===== config.mk =====
export PLATFORM = sky130hd
export DESIGN_NAME = pq_host_ctrl
export DESIGN_NICKNAME = d
export VERILOG_FILES = /design/src/rtl/pq_host_ctrl.sv
export SDC_FILE = /design/constraint.sdc
export NUM_CORES = 1
export LEC_CHECK = 0
export CAP_MARGIN = 20
export CORE_MARGIN = 2
export CORE_UTILIZATION = 28
export DETAILED_ROUTE_END_ITERATION = 16
export HOLD_SLACK_MARGIN = 0.1
export PLACE_DENSITY_LB_ADDON = 0.08
export SETUP_SLACK_MARGIN = 0.05
export SLEW_MARGIN = 25
export SYNTH_ARGS = -nofsm -noshare
export SYNTH_HDL_FRONTEND = slang
export SYNTH_SLANG_ARGS = --single-unit

===== constraint.sdc =====
create_clock -name clk_i -period 5.6 [get_ports clk_i]
set_clock_uncertainty 0.2 [all_clocks]
set_input_delay 1.12 -clock clk_i [delete_from_list [all_inputs] [get_ports clk_i]]
set_output_delay 1.12 -clock clk_i [all_outputs]
set_load 0.01 [all_outputs]

===== src/rtl/pq_host_ctrl.sv =====
// Host-side controller for the head cell of the array priority queue: accepts one
// push/pop/drop request at a time, issues it to cell 0, and reports the outcome.
module pq_host_ctrl #(
  parameter int DEPTH  = 8,
  parameter int TW     = 4,
  parameter int PW     = 4,
  parameter int TO_CYC = 16
) (
  input  logic                       clk_i,
  input  logic                       rst_ni,
  input  logic                       req_valid_i,
  output logic                       req_ready_o,
  input  logic [1:0]                 req_op_i,
  input  logic [TW-1:0]              req_id_i,
  input  logic [PW-1:0]              req_prio_i,
  output logic                       rsp_valid_o,
  input  logic                       rsp_ready_i,
  output logic [TW-1:0]              rsp_id_o,
  output logic [PW-1:0]              rsp_prio_o,
  output logic                       rsp_err_o,
  output logic                       push_o,
  output logic                       pop_o,
  output logic                       drop_o,
  output logic [TW-1:0]              cmd_id_o,
  output logic [PW-1:0]              cmd_prio_o,
  input  logic                       push_vld_i,
  input  logic                       pop_vld_i,
  input  logic                       drop_vld_i,
  input  logic [TW-1:0]              pop_id_i,
  input  logic [PW-1:0]              pop_prio_i,
  output logic [$clog2(DEPTH+1)-1:0] count_o,
  output logic                       full_o,
  output logic                       empty_o
);
  localparam int CW  = $clog2(DEPTH+1);
  localparam int TOW = $clog2(TO_CYC+1);

  localparam logic [1:0] OP_PUSH = 2'b00;
  localparam logic [1:0] OP_POP  = 2'b01;
  localparam logic [1:0] OP_DROP = 2'b10;

  typedef enum logic [1:0] {ST_IDLE, ST_ISSUE, ST_WAIT, ST_RESP} state_t;

  state_t         state, state_next;
  logic [CW-1:0]  count;
  logic [1:0]     lat_op;
  logic [TW-1:0]  lat_id;
  logic [PW-1:0]  lat_prio;
  logic [TOW-1:0] to_cnt;
  logic [TW-1:0]  hold_id;
  logic [PW-1:0]  hold_prio;
  logic           hold_err;
  logic           req_bad;
  logic           done;
  logic           timeout;

  function automatic logic [CW-1:0] sat_inc(input logic [CW-1:0] c);
    return (c == CW'(DEPTH)) ? c : c + CW'(1);
  endfunction

  function automatic logic [CW-1:0] sat_dec(input logic [CW-1:0] c);
    return (c == '0) ? c : c - CW'(1);
  endfunction

  assign count_o = count;
  assign full_o  = (count == CW'(DEPTH));
  assign empty_o = (count == '0);

  always_ff @(posedge clk_i) begin
    if (!rst_ni) state <= ST_IDLE;
    else         state <= state_next;
  end

  always_comb begin
    state_next  = state;
    req_ready_o = 1'b0;
    rsp_valid_o = 1'b0;
    push_o      = 1'b0;
    pop_o       = 1'b0;
    drop_o      = 1'b0;
    cmd_id_o    = '0;
    cmd_prio_o  = '0;
    done        = 1'b0;
    timeout     = 1'b0;
    // Requests that can be rejected without touching the array
    req_bad = (req_op_i == 2'b11)
            | ((req_op_i == OP_PUSH) & (full_o  | (req_id_i == '0)))
            | ((req_op_i == OP_POP)  &  empty_o)
            | ((req_op_i == OP_DROP) & (empty_o | (req_id_i == '0)));
    case (state)
      ST_IDLE: begin
        req_ready_o = rst_ni;
        if (req_valid_i) state_next = req_bad ? ST_RESP : ST_ISSUE;
      end
      ST_ISSUE: begin
        push_o     = (lat_op == OP_PUSH);
        pop_o      = (lat_op == OP_POP);
        drop_o     = (lat_op == OP_DROP);
        cmd_id_o   = (lat_op == OP_POP) ? '0 : lat_id;
        cmd_prio_o = (lat_op == OP_PUSH) ? lat_prio : '0;
        state_next = ST_WAIT;
      end
      ST_WAIT: begin
        cmd_id_o = (lat_op == OP_DROP) ? lat_id : '0;
        case (lat_op)
          OP_PUSH: done = push_vld_i;
          OP_POP:  done = pop_vld_i;
          OP_DROP: done = drop_vld_i;
          default: done = 1'b0;
        endcase
        timeout = (to_cnt == TOW'(TO_CYC-1));
        if (done || timeout) state_next = ST_RESP;
      end
      ST_RESP: begin
        rsp_valid_o = 1'b1;
        if (rsp_ready_i) state_next = ST_IDLE;
      end
      default: state_next = ST_IDLE;
    endcase
  end

  assign rsp_id_o   = (state == ST_RESP) ? hold_id   : '0;
  assign rsp_prio_o = (state == ST_RESP) ? hold_prio : '0;
  assign rsp_err_o  = (state == ST_RESP) ? hold_err  : 1'b0;

  always_ff @(posedge clk_i) begin
    if (!rst_ni) begin
      count     <= '0;
      lat_op    <= '0;
      lat_id    <= '0;
      lat_prio  <= '0;
      to_cnt    <= '0;
      hold_id   <= '0;
      hold_prio <= '0;
      hold_err  <= 1'b0;
    end else begin
      case (state)
        ST_IDLE: begin
          if (req_valid_i) begin
            lat_op    <= req_op_i;
            lat_id    <= req_id_i;
            lat_prio  <= req_prio_i;
            hold_id   <= '0;
            hold_prio <= '0;
            hold_err  <= req_bad;
          end
        end
        ST_ISSUE: to_cnt <= '0;
        ST_WAIT: begin
          to_cnt <= to_cnt + TOW'(1);
          // A matching valid wins over a simultaneous timeout
          if (done) begin
            hold_err <= 1'b0;
            case (lat_op)
              OP_PUSH: count <= sat_inc(count);
              OP_POP: begin
                count     <= sat_dec(count);
                hold_id   <= pop_id_i;
                hold_prio <= pop_prio_i;
              end
              OP_DROP: count <= sat_dec(count);
              default: ;
            endcase
          end else if (timeout) begin
            hold_err <= 1'b1;
          end
        end
        default: ;
      endcase
    end
  end
endmodule

### After elaboration in Yosys (flattened, before gate mapping)

Cells that the tools add are included.

| word-level totals | value |
|---|---|
| flip-flop bits (word level) | 30 |
| latch bits | 0 |
| memory bits (writable) | 0 |
| ROM bits | 0 |
| input port bits | 25 |
| output and inout bits | 28 |
| logic and storage cells | 90 |
| memories kept | 0 |

| operators by class | value |
|---|---|
| $add $sub $neg | 3 |
| multiply operators | 0 |
| divide/modulo/power cells | 0 |
| order comparisons | 0 |
| equality and inequality tests | 18 |
| shift operators | 0 |
| multiplexer cells | 37 |
| bitwise gates (word level) | 8 |
| reductions and logical operators | 15 |

Operators by type and width:

| cell | count |
|---|---|
| $mux W4 | 13 |
| $pmux W4 S2 | 4 |
| $ne A2 B2 Y1 const B | 7 |
| $mux W1 | 12 |
| $eq A2 B2 Y1 const B | 5 |
| $pmux W5 S2 | 1 |
| $logic_not A4 Y1 | 2 |
| $mux W2 | 4 |
| $pmux W2 S4 | 1 |
| $eq A2 B1 Y1 const B | 3 |
| $logic_not A2 Y1 | 3 |
| $reduce_and A3 Y1 | 2 |
| $reduce_bool A2 Y1 | 3 |
| $add A5 B1 Y5 const B | 1 |
| $eq A5 B4 Y1 const B | 1 |
| $or A1 B1 Y1 | 5 |
| $reduce_and A5 Y1 | 1 |
| $add A4 B1 Y4 const B | 1 |
| $eq A4 B4 Y1 const B | 1 |
| $reduce_and A4 Y1 | 1 |
| $sub A4 B1 Y4 const B | 1 |
| $and A1 B1 Y1 | 3 |
| $ne A3 B3 Y1 const B | 1 |
| $pmux W1 S3 | 1 |
| 4 further kinds | 4 |

### Longest topological paths before layout

Gate-level depths: netlist (run 1).

| logic depth | value |
|---|---|
| word-level depth | 9 |
| depth in mapped cells | 8 |
| mapped depth without buffers | 7 |

### Least setup slack after synthesis (run 1)

No wires, ideal clock.

| timing path | value |
|---|---|
| kind | input -> output |
| start point | input rst_ni |
| end point | output req_ready_o |
| data arrival time | 1.293 ns |
| data required time | 4.280 ns |
| path slack | 2.987 ns |
| stages on the path | 1 |
| path buffers | 0 |
| path through | and2_1 |

| between the ends | value |
|---|---|
| longest elaborated chain between the ends | 1 |

Ends and longest elaborated chain:

| item | RTL line | RTL |
|---|---|---|
| start: declaration | 10 | `input logic rst_ni,` |
| $mux W1 | 90 | `case (state)` |
| end: declaration | 12 | `output logic req_ready_o,` |

Every way passes these cells.

### Worst setup path in the final report (run 1)

Ends and elaborated chain as after synthesis.

==> results_dict.tcl, run 1 <==
set metrics [dict create \
    pin_count 53 \
    n_antenna_cell 0 \
    die_h_um 80.2 \
    synth_top_area_cell "dfxtp_1" \
    drive_gt1_share_pct 5.37 \
    setup_viol 0 \
    grt_usage_pct 13.4 \
    fillCellCount 587 \
    cts_tree "yes" \
    synth.cell_area_um2 1630 \
    tightest_slew_ps 686 \
    clock_sinks 30 \
    insertion_delay_ps 270 \
    core.rowCount 27 \
    syn_area_per_cell_um2 8.65 \
    netlist_top_cells_area "dfxtp_1 37%, ha_1 9.2%, and2_1 7.3%" \
    post-cts-setup-buffer-count 0 \
    place.gp.congestion 0.740 \
    slew_headroom_pct 54.3 \
    antenna_found_initial 0 \
    cts-buffers-inserted 5 \
    hpwl_um 3020 \
    routed_wl_um 4080 \
    grt_pass1_vias 1390 \
    final_nets 279 \
    overflow 0 \
    synth-edff-count 0 \
    async_reset_ff_share_pct 0 \
    worst-setup-path-type "input pin to primary output" \
    drv_cap 0 \
    dieArea_um2 6430 \
    power_density_nw_per_um2 324 \
    synth_nets 226 \
    r2r-start "state[0]" \
    viasPerCell 4.62 \
    cts_hold_buf 0 \
    holdWs_ps 252 \
    hold_violations 0 \
    peakVddDrop_uv 131 \
    cp-end-kind "primary output" \
    h-tree-depth 2 \
    clock-root-buffer "clkbuf_8" \
    crit_arrival_ps 2450 \
    synth_top_area_share_pct 36.9 \
    start_util_pct 29.2 \
    outcome "finished clean" \
    r2r_slack_ps 3220 \
    clockBufferDepth 2 \
    synth_ff_type "dfxtp_1" \
    cts_resized 0 \
    final_cell_mix "52 x clkdlybuf4s50_1, 30 x dfxtp_1, 25 x nand2_1, 19 x and2_1, 16 x a21oi_1" \
    setup_tns_ps 0 \
    layout_commonest_cell "clkdlybuf4s50_1" \
    drt_iter0_drc 60 \
    path_clk_slew_ps 60 \
    vias 1452 \
    core_um2 5570 \
    die_w_um 80.2 \
    final.period_utilization_pct 67.3 \
    synth.distinct_cells 43 \
    fmax_mhz 266 \
    drv_slew 0 \
    drc 0 \
    syn_inst 188 \
    port_buffers 52 \
    hp-class "register to register" \
    grt_max_degree 21 \
    crit_path_max_fanout 8 \
    power_uw 744 \
    ys_seq_area_share_pct 36.9 \
    area_delta_synth_final_pct 41.3 \
    synth_seq_cells 30 \
    startpoint "rst_ni" \
    cp.required_ps 4280 \
    crit_path_start_kind "input pin" \
    antenna_left 0 \
    rsz0062_at_grt "false" \
    firstDrtPassIters 4 \
    grt_first_pass_wirelength_um 6610 \
    p_leak_nw 0.883 \
    layout_min_cycle_time_ps 3770 \
    synth_warnings 0 \
    hold_start "lat_prio[3]" \
    wl_per_cell_um 13.0 \
]
[state kept, by name, indices dropped and copies added, names as in the netlist]
name and count:
to_cnt 5, lat_prio 4, hold_err 1, state 2
lat_op 2, hold_prio 4, lat_id 4, hold_id 4
count_o 4
[per-layer routing]
layer / track usage [%] / share of wire [%] / up-vias
met5: 0 / 0 / -
met3: 4.16 / 5.1 / 2
met4: 4.58 / 0.61 / 0
met2: 18.8 / 42 / 36
li1: - / - / 759
met1: 19.1 / 52 / 655
[layout make-up]
type                            instances  area, µm²  area share, %
Tap cell                               72       90.1           3.92
Inverter                                9       33.8           1.47
Sequential cell                        30        601           26.1
Clock inverter                          1       5.00          0.218
Clock buffer                            7       86.3           3.76
Multi-Input combinational cell        143        962           41.9
Timing Repair Buffer                   52        520           22.6
[logic make-up (layout without fill, tap and decap cells)]
logic type,after synthesis,count (layout),share of synthesized area (%)
buffers and inverters,15,69,3.92
adders and majority gates,13,13,10.5
xor gates and xnor gates,2,2,1.08
AOI/OAI and AO/OA,43,43,18.2
muxes,4,4,2.85
and+or+nand+nor,81,81,26.6
DFF,30,30,36.9
[final timing paths]
kind | cells past startpoint | end
hold / removal | 2 | lat_prio[3]
hold reg to reg | 2 | lat_prio[3]
setup / recovery | 3 | req_ready_o
setup reg to reg | 6 | hold_id[1]
[per-stage QoR]
step / instances / setup WS, ps / util [%] / area, µm²
4_1_cts: 314 / 1810 / 41.2 / 2300
6_report: 314 / 1830 / 41.2 / 2300
2_1_floorplan: 188 / 2990 / - / 1630
3_5_place_dp: 306 / 1810 / 39.6 / 2210
3_3_place_gp: 306 / 1850 / 39.6 / 2210
5_1_grt: 314 / 1780 / 41.2 / 2300
[worst max-delay path: stages]
cell and delay (ps):
clkdlybuf4s50_1 610, and2_1 180, clkdlybuf4s50_1 540
[Yosys cell counts (2+ instances only)]
library cell and instances:
nor2_1 7, nor2b_1 5, nand2_1 25, xnor2_1 2, nand2b_1 3, o21ai_0 3
clkbuf_1 5, a22o_1 8, ha_1 12, a21oi_1 16, and3_1 6, nand3_1 4
a21boi_0 2, nor3_1 5, inv_1 9, dfxtp_1 30, mux2i_1 2, and2_1 19
[power breakdown]
| group | switching [mW] | leakage [nW] | internal (mW) | total [mW] |
|---|---|---|---|---|
| logic | 0.165 | 0.591 | 0.139 | 0.304 |
| registers | 0.0232 | 0.244 | 0.241 | 0.264 |
| clock network | 0.0772 | 0.0482 | 0.0989 | 0.176 |
Power figures use the tool's default switching activity.
==> inputs of run 2 (changes only) <==
- clock period: 5.6 -> 3.8 ns (I/O delays scaled with it)
==> run 2 against run 1 <==
  * Register-to-register slack got worse by 1800 ps
  * Setup slack got worse by 1200 ps
  * Sequential cell count did not move
  * Global-route usage up 0.44 points
  * Largest cell class unchanged
  * Sequential power up 47%
==> results_dict.tcl, run 2 (synthesis gave the netlist of run 1 again) <==
set metrics [dict create \
    start_util_pct 29.2 \
    overflow 0 \
    cts_resized 0 \
    crit_path_max_fanout 9 \
    final.period_utilization_pct 84.4 \
    top_register "to_cnt" \
    clock-root-buffer "clkbuf_8" \
    drv_cap 0 \
    grt_usage_pct 13.8 \
    cp_num_buf_inv 2 \
    setup_viol 0 \
    hpwl_um 3070 \
    drt_iter0_drc 36 \
    postLayoutCoreUtil_pct 41.2 \
    post-cts-setup-buffer-count 0 \
    grt_first_pass_wirelength_um 6920 \
    antenna_left 0 \
    wl_per_cell_um 13.3 \
    clkPwrFrac_pct 24.2 \
    insertion_delay_ps 280 \
    dieArea_um2 6430 \
    rr_worst_depth 6 \
    slew_headroom_pct 54.9 \
    endpoint "cmd_id_o[2]" \
    setup_tns_ps 0 \
    n_antenna_cell 0 \
    hp-class "register to register" \
    grt_pass1_vias 1451 \
    die_h_um 80.2 \
    vias 1461 \
    firstDrtPassIters 4 \
    drv_slew 0 \
    seqPwrFrac_pct 35.2 \
    place.gp.congestion 0.738 \
    clockBufferDepth 2 \
    cp_cell_sequence "inv_1 -> ha_1 -> nor2b_1 -> and2_1 -> clkdlybuf4s50_1" \
    cts-buffers-inserted 5 \
    max_stage_delay_ps 540 \
    rsz0062_at_grt "false" \
    p_sw_share_pct 36.3 \
    final_nets 279 \
    outcome "finished clean" \
    port_buffers 52 \
    tightest_slew_ps 676 \
    crit_family "buffers and inverters" \
    area_delta_synth_final_pct 41.3 \
    clock_sinks 30 \
    hold_violations 0 \
    largest_reg_flops 5 \
    regArea_um2 601 \
    core_um2 5570 \
    drc 0 \
    die_w_um 80.2 \
    viasPerCell 4.65 \
    intPower_uw 704 \
    comb_power_share_pct 40.6 \
    layout_commonest_cell "clkdlybuf4s50_1" \
    layout_min_cycle_time_ps 3210 \
    worst-setup-path-type "register to primary output" \
    r2r_slack_ps 1380 \
    slowest_stage "clkdlybuf4s50_1" \
    pin_count 53 \
    final_cell_mix "52 x clkdlybuf4s50_1, 30 x dfxtp_1, 25 x nand2_1, 19 x and2_1, 16 x a21oi_1" \
    r2r-start "state[0]" \
    cp_num_cells 5 \
    cts_hold_buf 0 \
    fillCellCount 560 \
    startpoint "state[0]" \
    antenna_found_initial 0 \
    fmax_mhz 312 \
    crit_path_start_kind "register" \
    p_leak_nw 0.883 \
    routed_wl_um 4180 \
    path_clk_slew_ps 70 \
    core.rowCount 27 \
    crit_arrival_ps 2250 \
    cts_tree "yes" \
    p_switching_uw 400 \
    peakVddDrop_uv 187 \
    cp.required_ps 2840 \
    h-tree-depth 2 \
    drive_gt1_share_pct 5.37 \
    multi_input_area_um2 962 \
    cp-end-kind "primary output" \
    r2r_end "hold_prio[3]" \
    power_density_nw_per_um2 481 \
    grt_max_degree 21 \
]
==> run 2: cell counts in the layout (fill, tap and decap cells not counted) <==
No cell type changed its count.
==> run 2: worst min-delay path by stage <==
| stage | end | startpoint | cells past startpoint | slack (ps) |
|---|---|---|---|---|
| CTS | lat_prio[1] | lat_prio[1] | 2 | 250 |
| finish | lat_prio[1] | lat_prio[1] | 2 | 250 |
| global placement | lat_id[3] | lat_id[3] | 2 | 240 |
| detailed placement | lat_prio[1] | lat_prio[1] | 2 | 240 |
| global route | lat_prio[1] | lat_prio[1] | 2 | 280 |
| floorplan | lat_id[0] | lat_id[0] | 2 | 230 |
==> run 2: through the flow <==
stage	std cells	total power [mW]	hold slack [ps]	setup WS (ps)	cell area [µm²]
final	314	1.10	250	593	2300
after global routing	314	1.19	275	482	2300
after CTS	314	1.12	253	554	2300
after detailed placement	306	0.846	243	742	2210
after global placement	306	0.852	238	776	2210
after floorplan	188	0.683	232	1600	1630
==> run 2: area by class of cell <==
cell class | instances | share of cell area [%]
Multi-Input combinational cell | 143 | 41.9
Timing Repair Buffer | 52 | 22.6
Sequential cell | 30 | 26.1
Inverter | 9 | 1.47
Clock inverter | 1 | 0.218
Tap cell | 72 | 3.92
Clock buffer | 7 | 3.76
==> run 2: power by group through the flow <==
stage	Combinational (mW)	Clock, mW	Sequential (mW)
finish	0.448	0.267	0.389
global route	0.503	0.292	0.394
CTS	0.454	0.275	0.390
detailed placement	0.450	0	0.397
global placement	0.455	0	0.397
floorplan	0.293	0	0.390
==> run 2: worst min-delay path, cell delays in order, from the launching register on <==
cell	delay (ps)
dfxtp_1	310
nand2_1	50
a21oi_1	50
==> run 2: per-layer routing <==
layer / vias to the layer above / routed length [µm] / GRT usage, %
li1: 757 / - / -
met3: 4 / 218 / 3.82
met4: 0 / 48 / 4.58
met2: 40 / 1700 / 20.2
met5: - / 0 / 0
met1: 660 / 2210 / 19.5
